### src/rtl/rv32_pkg.sv
// Shared RV32IM definitions: ALU/MDU operation encoding, major opcodes,
// writeback-select encodings, the decoded control word and small decode helpers.
package rv32_pkg;

    typedef enum logic [4:0] {
        ALU_ADD,
        ALU_SUB,
        ALU_SLL,
        ALU_SLT,
        ALU_SLTU,
        ALU_XOR,
        ALU_SRL,
        ALU_SRA,
        ALU_OR,
        ALU_AND,
        ALU_PASS_B,
        ALU_MUL,
        ALU_MULH,
        ALU_MULHSU,
        ALU_MULHU,
        ALU_DIV,
        ALU_DIVU,
        ALU_REM,
        ALU_REMU
    } alu_op_e;

    localparam logic [6:0] OPC_LUI      = 7'b0110111;
    localparam logic [6:0] OPC_AUIPC    = 7'b0010111;
    localparam logic [6:0] OPC_JAL      = 7'b1101111;
    localparam logic [6:0] OPC_JALR     = 7'b1100111;
    localparam logic [6:0] OPC_BRANCH   = 7'b1100011;
    localparam logic [6:0] OPC_LOAD     = 7'b0000011;
    localparam logic [6:0] OPC_STORE    = 7'b0100011;
    localparam logic [6:0] OPC_OP_IMM   = 7'b0010011;
    localparam logic [6:0] OPC_OP       = 7'b0110011;
    localparam logic [6:0] OPC_MISC_MEM = 7'b0001111;

    localparam logic [6:0] F7_BASE = 7'b0000000;
    localparam logic [6:0] F7_ALT  = 7'b0100000;
    localparam logic [6:0] F7_MDU  = 7'b0000001;

    localparam logic [31:0] INSTR_NOP = 32'h0000_0013;

    localparam logic [1:0] WB_SEL_ALU = 2'd0;
    localparam logic [1:0] WB_SEL_MEM = 2'd1;
    localparam logic [1:0] WB_SEL_PC4 = 2'd2;

    typedef struct packed {
        alu_op_e    alu_op;
        logic       alu_src_a;
        logic       alu_src_b;
        logic       reg_write;
        logic       mem_read;
        logic       mem_write;
        logic       branch;
        logic       jump;
        logic [1:0] wb_sel;
        logic       illegal;
    } ctrl_t;

    // Control word of a bubble: nothing is written, ALU adds.
    localparam ctrl_t CTRL_BUBBLE = '{ALU_ADD, 1'b0, 1'b0, 1'b0, 1'b0, 1'b0,
                                      1'b0, 1'b0, WB_SEL_ALU, 1'b0};

    // Base-ISA operation selected by funct3 (OP and OP-IMM share the map).
    function automatic alu_op_e alu_base_op(input logic [2:0] f3);
        case (f3)
            3'b000:  return ALU_ADD;
            3'b001:  return ALU_SLL;
            3'b010:  return ALU_SLT;
            3'b011:  return ALU_SLTU;
            3'b100:  return ALU_XOR;
            3'b101:  return ALU_SRL;
            3'b110:  return ALU_OR;
            default: return ALU_AND;
        endcase
    endfunction

    // M-extension operation selected by funct3.
    function automatic alu_op_e alu_mdu_op(input logic [2:0] f3);
        case (f3)
            3'b000:  return ALU_MUL;
            3'b001:  return ALU_MULH;
            3'b010:  return ALU_MULHSU;
            3'b011:  return ALU_MULHU;
            3'b100:  return ALU_DIV;
            3'b101:  return ALU_DIVU;
            3'b110:  return ALU_REM;
            default: return ALU_REMU;
        endcase
    endfunction

    // Sign-extended immediate; formats without their own layout fall back to I.
    function automatic logic [31:0] imm_gen(input logic [31:0] instr);
        case (instr[6:0])
            OPC_LUI, OPC_AUIPC: return {instr[31:12], 12'b0};
            OPC_JAL:            return {{12{instr[31]}}, instr[19:12], instr[20],
                                        instr[30:21], 1'b0};
            OPC_BRANCH:         return {{20{instr[31]}}, instr[7], instr[30:25],
                                        instr[11:8], 1'b0};
            OPC_STORE:          return {{21{instr[31]}}, instr[30:25], instr[11:7]};
            default:            return {{21{instr[31]}}, instr[30:20]};
        endcase
    endfunction

endpackage

### src/rtl/decode_pipe_reg_file.sv
// Integer register file: two asynchronous read ports, one synchronous write
// port, x0 hardwired to zero. Optional write-first bypass on the read ports is
// enabled by defining DECODE_WB_BYPASS_EN; otherwise reads return the pre-write value.
module reg_file #(
    parameter int DWIDTH    = 32,
    parameter int REG_COUNT = 32,
    parameter int ADDR_W    = 5
) (
    input  logic              Clk_Core,
    input  logic              Rst_Core_N,
    input  logic              wr_en,
    input  logic [ADDR_W-1:0] wr_addr,
    input  logic [DWIDTH-1:0] wr_data,
    input  logic [ADDR_W-1:0] rd_addr_a,
    output logic [DWIDTH-1:0] rd_data_a,
    input  logic [ADDR_W-1:0] rd_addr_b,
    output logic [DWIDTH-1:0] rd_data_b
);

    logic [DWIDTH-1:0] regs [REG_COUNT];
    logic              wr_live;

    assign wr_live = wr_en && (wr_addr != '0);

    // Architectural state: cleared on reset, written by writeback.
    always_ff @(posedge Clk_Core or negedge Rst_Core_N) begin
        if (!Rst_Core_N) begin
            // NOTE: the array is reset deliberately (software may rely on zeroed
            // registers); that rules out mapping it onto a reset-less RAM macro.
            for (int i = 0; i < REG_COUNT; i++) begin
                regs[i] <= '0;
            end
        end else if (wr_live) begin
            regs[wr_addr] <= wr_data;
        end
    end

    // Read ports: x0 returns zero; optional write-first forwarding.
    always_comb begin
        // NOTE: outputs get a default before any condition so no latch is inferred.
        rd_data_a = '0;
        rd_data_b = '0;
        if (rd_addr_a != '0) rd_data_a = regs[rd_addr_a];
        if (rd_addr_b != '0) rd_data_b = regs[rd_addr_b];
`ifdef DECODE_WB_BYPASS_EN
        if (wr_live && (wr_addr == rd_addr_a)) rd_data_a = wr_data;
        if (wr_live && (wr_addr == rd_addr_b)) rd_data_b = wr_data;
`else
        // Same-cycle writeback dependences are resolved by execute forwarding.
`endif
    end

endmodule

### src/rtl/decode_pipe.sv
// RV32IM decode stage: decodes the fetched instruction, reads the register file,
// builds the immediate and control word, and registers them into the
// decode/execute pipeline register. Detects load-use hazards against its own
// output register, stalls fetch and inserts a bubble. Hosts the writeback port.
// Build option: DECODE_WB_BYPASS_EN enables write-first register-file bypass.
module decode_pipe
    import rv32_pkg::*;
#(
    parameter int DWIDTH    = 32,
    parameter int REG_COUNT = 32
) (
    input  logic              Clk_Core,
    input  logic              Rst_Core_N,
    input  logic [DWIDTH-1:0] pc_fi,
    input  logic [DWIDTH-1:0] pc_plus_fi,
    input  logic [31:0]       instruct_fi,
    input  logic              flush_di,
    input  logic              wb_en_di,
    input  logic [4:0]        wb_rd_di,
    input  logic [DWIDTH-1:0] wb_data_di,
    output logic              stall_do,
    output logic [DWIDTH-1:0] pc_do,
    output logic [DWIDTH-1:0] pc_plus_do,
    output logic [DWIDTH-1:0] rs1_data_do,
    output logic [DWIDTH-1:0] rs2_data_do,
    output logic [31:0]       imm_do,
    output logic [4:0]        rs1_do,
    output logic [4:0]        rs2_do,
    output logic [4:0]        rd_do,
    output alu_op_e           alu_op_do,
    output logic              alu_src_a_do,
    output logic              alu_src_b_do,
    output logic              reg_write_do,
    output logic              mem_read_do,
    output logic              mem_write_do,
    output logic              branch_do,
    output logic              jump_do,
    output logic [2:0]        funct3_do,
    output logic [1:0]        wb_sel_do,
    output logic              illegal_do
);

    logic [6:0]        opcode;
    logic [2:0]        funct3;
    logic [6:0]        funct7;
    logic [4:0]        rs1;
    logic [4:0]        rs2;
    logic [4:0]        rd;
    logic [DWIDTH-1:0] rs1_data;
    logic [DWIDTH-1:0] rs2_data;
    logic              uses_rs1;
    logic              uses_rs2;
    logic              bubble;
    logic              dec_illegal;
    ctrl_t             dec_ctrl;
    ctrl_t             ctrl_q;

    assign opcode = instruct_fi[6:0];
    assign rd     = instruct_fi[11:7];
    assign funct3 = instruct_fi[14:12];
    assign rs1    = instruct_fi[19:15];
    assign rs2    = instruct_fi[24:20];
    assign funct7 = instruct_fi[31:25];

    reg_file #(
        .DWIDTH    (DWIDTH),
        .REG_COUNT (REG_COUNT),
        .ADDR_W    (5)
    ) u_reg_file (
        .Clk_Core   (Clk_Core),
        .Rst_Core_N (Rst_Core_N),
        .wr_en      (wb_en_di),
        .wr_addr    (wb_rd_di),
        .wr_data    (wb_data_di),
        .rd_addr_a  (rs1),
        .rd_data_a  (rs1_data),
        .rd_addr_b  (rs2),
        .rd_data_b  (rs2_data)
    );

    // Operand usage for hazard detection.
    assign uses_rs1 = !(opcode inside {OPC_LUI, OPC_AUIPC, OPC_JAL});
    assign uses_rs2 = opcode inside {OPC_BRANCH, OPC_STORE, OPC_OP};

    // Load-use: the load now in execute writes a register this instruction reads.
    assign stall_do = ctrl_q.mem_read && (rd_do != 5'd0) &&
                      ((uses_rs1 && (rs1 == rd_do)) || (uses_rs2 && (rs2 == rd_do))) &&
                      !flush_di;

    // A flush or a stall both turn this cycle's load into a bubble.
    assign bubble = flush_di || stall_do;

    // Instruction decode into the control word; illegal encodings are neutralised.
    always_comb begin
        dec_ctrl    = CTRL_BUBBLE;
        dec_illegal = 1'b0;
        case (opcode)
            OPC_LUI: begin
                dec_ctrl.alu_op    = ALU_PASS_B;
                dec_ctrl.alu_src_b = 1'b1;
                dec_ctrl.reg_write = 1'b1;
            end
            OPC_AUIPC: begin
                dec_ctrl.alu_src_a = 1'b1;
                dec_ctrl.alu_src_b = 1'b1;
                dec_ctrl.reg_write = 1'b1;
            end
            OPC_JAL: begin
                dec_ctrl.alu_src_a = 1'b1;
                dec_ctrl.alu_src_b = 1'b1;
                dec_ctrl.reg_write = 1'b1;
                dec_ctrl.jump      = 1'b1;
                dec_ctrl.wb_sel    = WB_SEL_PC4;
            end
            OPC_JALR: begin
                dec_ctrl.alu_src_b = 1'b1;
                dec_ctrl.reg_write = 1'b1;
                dec_ctrl.jump      = 1'b1;
                dec_ctrl.wb_sel    = WB_SEL_PC4;
                dec_illegal        = (funct3 != 3'b000);
            end
            OPC_BRANCH: begin
                dec_ctrl.alu_op = ALU_SUB;
                dec_ctrl.branch = 1'b1;
                dec_illegal     = funct3 inside {3'b010, 3'b011};
            end
            OPC_LOAD: begin
                dec_ctrl.alu_src_b = 1'b1;
                dec_ctrl.reg_write = 1'b1;
                dec_ctrl.mem_read  = 1'b1;
                dec_ctrl.wb_sel    = WB_SEL_MEM;
                dec_illegal        = funct3 inside {3'b011, 3'b110, 3'b111};
            end
            OPC_STORE: begin
                dec_ctrl.alu_src_b = 1'b1;
                dec_ctrl.mem_write = 1'b1;
                dec_illegal        = funct3[2] || (funct3 == 3'b011);
            end
            OPC_OP_IMM: begin
                dec_ctrl.alu_src_b = 1'b1;
                dec_ctrl.reg_write = 1'b1;
                dec_ctrl.alu_op    = alu_base_op(funct3);
                if (funct3 == 3'b001) begin
                    dec_illegal = (funct7 != F7_BASE);
                end else if (funct3 == 3'b101) begin
                    if (funct7 == F7_ALT)       dec_ctrl.alu_op = ALU_SRA;
                    else if (funct7 != F7_BASE) dec_illegal = 1'b1;
                end
            end
            OPC_OP: begin
                dec_ctrl.reg_write = 1'b1;
                case (funct7)
                    F7_BASE: dec_ctrl.alu_op = alu_base_op(funct3);
                    F7_MDU:  dec_ctrl.alu_op = alu_mdu_op(funct3);
                    F7_ALT: begin
                        if (funct3 == 3'b000)      dec_ctrl.alu_op = ALU_SUB;
                        else if (funct3 == 3'b101) dec_ctrl.alu_op = ALU_SRA;
                        else                       dec_illegal = 1'b1;
                    end
                    default: dec_illegal = 1'b1;
                endcase
            end
            OPC_MISC_MEM: begin
                // FENCE retires as a NOP in this in-order pipeline.
            end
            default: dec_illegal = 1'b1;
        endcase
        if (dec_illegal) begin
            dec_ctrl         = CTRL_BUBBLE;
            dec_ctrl.illegal = 1'b1;
        end
    end

    // Decode/execute pipeline register; bubbles clear only the control word.
    always_ff @(posedge Clk_Core or negedge Rst_Core_N) begin
        if (!Rst_Core_N) begin
            ctrl_q      <= '0;
            pc_do       <= '0;
            pc_plus_do  <= '0;
            rs1_data_do <= '0;
            rs2_data_do <= '0;
            imm_do      <= '0;
            rs1_do      <= '0;
            rs2_do      <= '0;
            rd_do       <= '0;
            funct3_do   <= '0;
        end else begin
            // NOTE: non-blocking assignments so every flop samples pre-edge values.
            ctrl_q      <= bubble ? CTRL_BUBBLE : dec_ctrl;
            pc_do       <= pc_fi;
            pc_plus_do  <= pc_plus_fi;
            rs1_data_do <= rs1_data;
            rs2_data_do <= rs2_data;
            imm_do      <= imm_gen(instruct_fi);
            rs1_do      <= rs1;
            rs2_do      <= rs2;
            rd_do       <= rd;
            funct3_do   <= funct3;
        end
    end

    assign alu_op_do    = ctrl_q.alu_op;
    assign alu_src_a_do = ctrl_q.alu_src_a;
    assign alu_src_b_do = ctrl_q.alu_src_b;
    assign reg_write_do = ctrl_q.reg_write;
    assign mem_read_do  = ctrl_q.mem_read;
    assign mem_write_do = ctrl_q.mem_write;
    assign branch_do    = ctrl_q.branch;
    assign jump_do      = ctrl_q.jump;
    assign wb_sel_do    = ctrl_q.wb_sel;
    assign illegal_do   = ctrl_q.illegal;

endmodule

### config.mk
export PLATFORM = sky130hd
export DESIGN_NAME = decode_pipe
export DESIGN_NICKNAME = d
export VERILOG_FILES = /design/src/rtl/rv32_pkg.sv /design/src/rtl/decode_pipe_reg_file.sv /design/src/rtl/decode_pipe.sv
export SDC_FILE = /design/constraint.sdc
export NUM_CORES = 2
export LEC_CHECK = 0
export ABC_AREA = 0
export CORE_MARGIN = 8
export CORE_UTILIZATION = 40
export DETAILED_ROUTE_END_ITERATION = 16
export HOLD_SLACK_MARGIN = 0.12
export REMOVE_ABC_BUFFERS = 1
export SETUP_SLACK_MARGIN = 0.02
export SYNTH_ARGS = -nofsm -noshare
export SYNTH_HDL_FRONTEND = slang
export SYNTH_HIERARCHICAL = 1
export SYNTH_SLANG_ARGS = --single-unit
### constraint.sdc
create_clock -name Clk_Core -period 2.3 [get_ports Clk_Core]
set_clock_uncertainty 0.1 [all_clocks]
set_input_delay 0.23 -clock Clk_Core [delete_from_list [all_inputs] [get_ports Clk_Core]]
set_output_delay 0.23 -clock Clk_Core [all_outputs]
set_load 0.02 [all_outputs]
; Word-level counts from Yosys, hierarchy flattened
; Index checks and enable logic that the tools add are counted.
[classes]
n_lt_le_gt_ge = 4
n_eq_ne = 21
muxes = 39
bitwise = 3
n_reduce_logical = 31
[ops]
columns = op, n
row1 = $bwmux 1024, 1
row2 = $bmux 32 s5, 2
row3 = $mux 32, 7
row4 = $demux 32 s5, 1
row5 = $pmux 31 s4, 1
row6 = $pmux 5 s7, 1
row7 = $mux 15, 2
row8 = $eq 7x6->1 const B, 4
row9 = $pmux 4 s7, 1
row10 = $eq 7x7->1 const B, 3
row11 = $pmux 5 s4, 1
row12 = $reduce_bool 5->1, 4
row13 = $ge 6x6->1 const B, 3
row14 = $not 5->6, 3
row15 = $mux 5, 3
row16 = $pmux 5 s3, 1
row17 = $eq 7x5->1 const B, 2
row18 = $reduce_or 7->1, 2
row19 = $mux 1, 13
row20 = $eq 3x3->1 const B, 4
row21 = $reduce_bool 3->1, 4
row22 = $eq 5x5->1, 2
row23 = $reduce_or 2->1, 4
row24 = $eq 7x1->1 const B, 1
row25 = 17 further kinds, 28
[word_totals]
reg_bits = 1217
inputBits = 137
wordCells = 149

; Longest topological paths before layout
[depth]
depth_word = 9
mapped_depth = 8
depth_no_buf = 5

; By module
; The synthesis kept the hierarchy.
[modules_own_cells]
columns = module, n_inst, cells_each, area_per_inst_um2, seq_area_each_um2
row1 = reg_file, 1, 3621, 54335.9, 25624.6
row2 = decode_pipe, 1, 380, 6100.9, 4779.6

; Worst setup path after synthesis
; OpenSTA, ideal clock, no wires.
[synth_timing]
path_kind = reg2reg
start = reg rd_do[1]
end = reg ctrl_q, in the netlist jump_do
arrival_ns = 2.047
t_required_ns = 2.104
setup_slack_ns = 0.058
stages_incl_launch_ff = 7
path_buffers = 1
synth_period_minus_slack_ns = 2.242
path_cell_list = dfrtp_1 or4_1 o21a_1 and4_1 a311o_1 buf_6 nor4_2
[synth_via]
elab_chain_cells = 7
[synth_lines]
columns = item, line_no
row1 = "start, declared", decode_pipe.sv:29  ; output logic [4:0] rd_do,
row2 = "start signal, assigned", decode_pipe.sv:197  ; rd_do <= rd;
row3 = $eq 5x5->1, decode_pipe.sv:87  ; ((uses_rs1 && (rs1 == rd_do)) || (uses_rs2 && (rs2 == rd_do))) &&
row4 = $logic_and 1x1->1, decode_pipe.sv:87
row5 = $logic_or 1x1->1, decode_pipe.sv:87
row6 = $logic_and 1x1->1 *, decode_pipe.sv:86  ; assign stall_do = ctrl_q.mem_read && (rd_do != 5'd0) &&
row7 = $logic_and 1x1->1 *, decode_pipe.sv:87
row8 = $logic_or 1x1->1 *, decode_pipe.sv:91  ; assign bubble = flush_di || stall_do;
row9 = $mux 15 *, decode_pipe.sv:189  ; ctrl_q <= bubble ? CTRL_BUBBLE : dec_ctrl;
row10 = "end signal, assigned", decode_pipe.sv:189
row11 = "end, declared", decode_pipe.sv:56  ; ctrl_t ctrl_q;
; Mark *: on every way between the ends. The rest lies on a longest branch, timed or not.
; A chain may end at the register's enable or synchronous reset.

; Final worst setup path
[layout_timing]
start = reg rd_do[2]
end = out stall_do
[layout_via]
elab_chain_cells = 5
[layout_lines]
columns = item, line_no
row1 = $eq 5x5->1, decode_pipe.sv:87
row2 = $logic_and 1x1->1, decode_pipe.sv:87
row3 = $logic_or 1x1->1, decode_pipe.sv:87
row4 = $logic_and 1x1->1 *, decode_pipe.sv:86
row5 = $logic_and 1x1->1 *, decode_pipe.sv:87
row6 = "end, declared", decode_pipe.sv:21  ; output logic stall_do,
; Marked as above.

==> qor.txt <==
Max layer used = met5
Setup crit start = rd_do[2]
Site row count = 142
Reg2Reg Launch Point = rd_do[2]
Unique masters post-synth = 66
Final min period = 2.57 ns
GRT Util Overall = 0.251
RSZ-0062 raised after global routing = true
P_leak = 32.7 nW
Total CTS buffers = 142
Asr flop ratio synth = 1.00
Hold WC Path Type = input port to flip-flop
Antenna-violating nets left = 0
Slowest-stage cell, CP = or4_1
Synth Area in Compound Gates = 0.0517
H-tree depth = 4
CP Launch Type = flip-flop
Hold Startpoint = instruct_fi[19]
FF+latch count, synth = 1215
Final Cycle Share = 1.12
Die height = 405 microns
DRT Pass-1 Iters = 6
Worst-margin pin slew = 0.995 ns
Clk_lat worst skew = 0.79 ns
Final Core Density = 0.507
Setup-failing EPs final = 13
EDFF count, synth = 0
Drt via density = 6.06
DRC viols = 0
Die footprint = 164000 sq um
WS Path Type = flip-flop to output port
Mean Syn Cell Area = 15.1 sq um
Met1 wire length = 89.5 mm
Violated checks = negative setup slack
CP Cell Sequence = or4_1 > o21a_1 > nand4_1 > a21oi_2 > buf_6
Area growth syn-to-layout = 25.8%
Core Box Area = 150000 sq um
FILL cells = 12700
Max-slew headroom = 0.335
Starting Density = 0.403
Placed inst area = 70300 sq um
Global placer's final weighted congestion = 0.846
Post-synthesis mux area share = 0.385
Max Slew Vio Count = 0
Max frequency = 0.390 GHz
Final cell count without fillers = 6755
Port-buffer cells = 330
Routed WL = 208 mm
Clock Path Buffers = 3
PD cells = 821 nW/um^2
Synthesized-area fraction occupied by adder cells = 0.000166
Routed wl met3 = 17.0 mm
Final instance area = 76000 sq um
Total Power = 62.4 mW
Worst slack, placed = -0.412 ns
Sinks on the clock net = 1215
Most frequent cells in the layout = 1215 x dfrtp_1, 1036 x mux2_2, 448 x mux4_2, 346 x buf_4, 309 x clkdlybuf4s50_1
Reg clk slew, reported paths = 0.06 ns
Placed Cells incl. Taps = 6400
Clk root buf = clkbuf_16
Max stage delay on crit path = 0.51 ns
Synth Area in Simple Gates = 0.0242
Netlist area before placement = 60400 sq um
DP HPWL = 135 mm
IR drop worst, VDD = 0.560 mV
Total grt overflow = 0
Register area = 30400 sq um
Crit-path max FO = 3
Worst setup EP type = output port
I/O Pins = 331
Warnings, synthesis = 6
Pin count of the biggest net entering global routing = 109
Final hold vios = 0
Vias in the first global route = 42500
Post-DR wirelength/cell = 30.8 microns
Global-route wire length before repair = 304 mm
Largest family of logic cells by synthesized area = multiplexers
Maxcap violations = 0
Antenna violations before repair = 12
Die width = 405 microns
CTS tree = yes
Routed wl met2 = 95.2 mm
CP Data Required Time = 1.97 ns
Layout cell share with drive strength beyond 1 = 0.484
Synth Area in XOR/XNOR = 0.00174
Iter 0 DRT Violations = 3483
Top FF cell, synth = dfrtp_1
Post-synthesis sequential area ratio = 0.503
Multi-input gate area = 28300 sq um
Most common cell after layout, fill and taps aside = dfrtp_1
Nets = 4763
Run status = finished, violations left
Mapped Cells = 4001
Vias = 41000
CP arrival = 2.24 ns
Final worst slack = -0.266 ns
where the power goes:
| group | switching, mW | internal (mW) |
|---|---|---|
| Clock | 9.31 | 13.0 |
| Combinational | 4.87 | 7.48 |
| Sequential | 2.62 | 25.1 |
sequential cells by signal (all words and copies together) (netlist names):
register / cells
rs1_data_do: 32
alu_src_a_do: 1
branch_do: 1
rs2_data_do: 32
alu_op_do: 5
rs1_do: 5
wb_sel_do: 1
illegal_do: 1
imm_do: 32
mem_write_do: 1
funct3_do: 3
reg_write_do: 1
pc_plus_do: 32
rd_do: 5
rs2_do: 5
alu_src_b_do: 1
pc_do: 32
jump_do: 1
u_reg_file/regs: 1024
worst max-delay path, delay by kind of cell, from the launching register on:
| family | cells | cell delay, ns |
|---|---|---|
| flops | 1 | 0.40 |
| buf+inv | 1 | 0.13 |
| simple gates | 2 | 0.63 |
| compound gates | 2 | 0.30 |
cell type report:
class,count,share of cell area
tap,2016,0.0332
antenna,3,0.0000988
inverter,5,0.000313
timing repair buffer,936,0.134
sequential,1215,0.400
clock buffer,204,0.0531
multi-input combinational,2326,0.372
clock inverter,50,0.00705
worst paths after layout:
kind,to,slack (ns),cells past startpoint
hold reg to reg,u_reg_file/regs[1008],0.30,0
min in group asynchronous,u_reg_file/regs[1008],0.58,4
max in group asynchronous,u_reg_file/regs[651],0.54,6
setup reg to reg,reg_write_do,-0.12,7
hold / removal,rs1_data_do[9],0.17,3
setup / recovery,stall_do,-0.27,5
cell families (layout without fill, tap and decap cells):
group	count (synthesis)	after routing
AO/OA/AOI/OAI	433	433
XOR/XNOR	12	12
adder cells (fa/ha/maj)	1	1
buffers and inverters	460	1195
flip-flops	1215	1215
multiplexers	1633	1633
other	0	3
AND/OR/NAND/NOR	247	247
per-stage QoR:
step / setup TNS (ns) / hold WS [ns]
final: -1.02 / 0.170
after detailed placement: -47.79 / 0.00586
after global routing: -2.23 / 0.180
after CTS: -1.83 / 0.132
after floorplan: -108.83 / -0.166
after global placement: -42.89 / 0.00415
cell usage after synthesis (all sizes together) (2+ instances only):
master,instances,area (sq um)
a22oi,65,488
nand4b,3,26.3
o21ai,122,614
inv,5,18.8
o21a,2,15.0
nor4,12,153
nand4,4,31.3
nor4b,2,32.5
or3,5,31.3
nand2b,7,43.8
a311oi,64,561
and3,3,18.8
a41o,2,20.0
mux2i,129,1290
nand2,56,210
o2111ai,16,140
a22o,4,35.0
or2,3,18.8
a31oi,2,12.5
a221oi,50,438
or4,6,52.6
and2,4,25.0
a21o,21,158
a21oi,5,25.0
nor3b,3,22.5
a211oi,67,503
mux4,448,10100
nor2,31,116
xnor2,5,43.8
clkbuf,242,915
mux2,1056,11900
nand3b,5,37.5
nand3,7,35.0
xor2,7,61.3
nor3,9,45.0
nor2b,82,513
o31ai,3,22.5
buf,213,1130
dfrtp,1215,30400
and4,2,17.5
timing repair:
action                                  4_1_cts  5_1_grt
gates cloned                                  1        0
gates resized for setup                      23       15
buffers inserted                              1        3
endpoints found under the setup margin       10       22
hold buffers                                 94        0
pin swaps                                     8       10
endpoints found under the hold margin      1341        0
layer usage:
layer | vias up | GRT usage
li1 | 16700 | -
met1 | 22200 | 0.354
met2 | 1717 | 0.385
met3 | 348 | 0.0608
met4 | 4 | 0.0732
met5 | - | 0
Note: power is estimated with default switching activity, not from simulation.
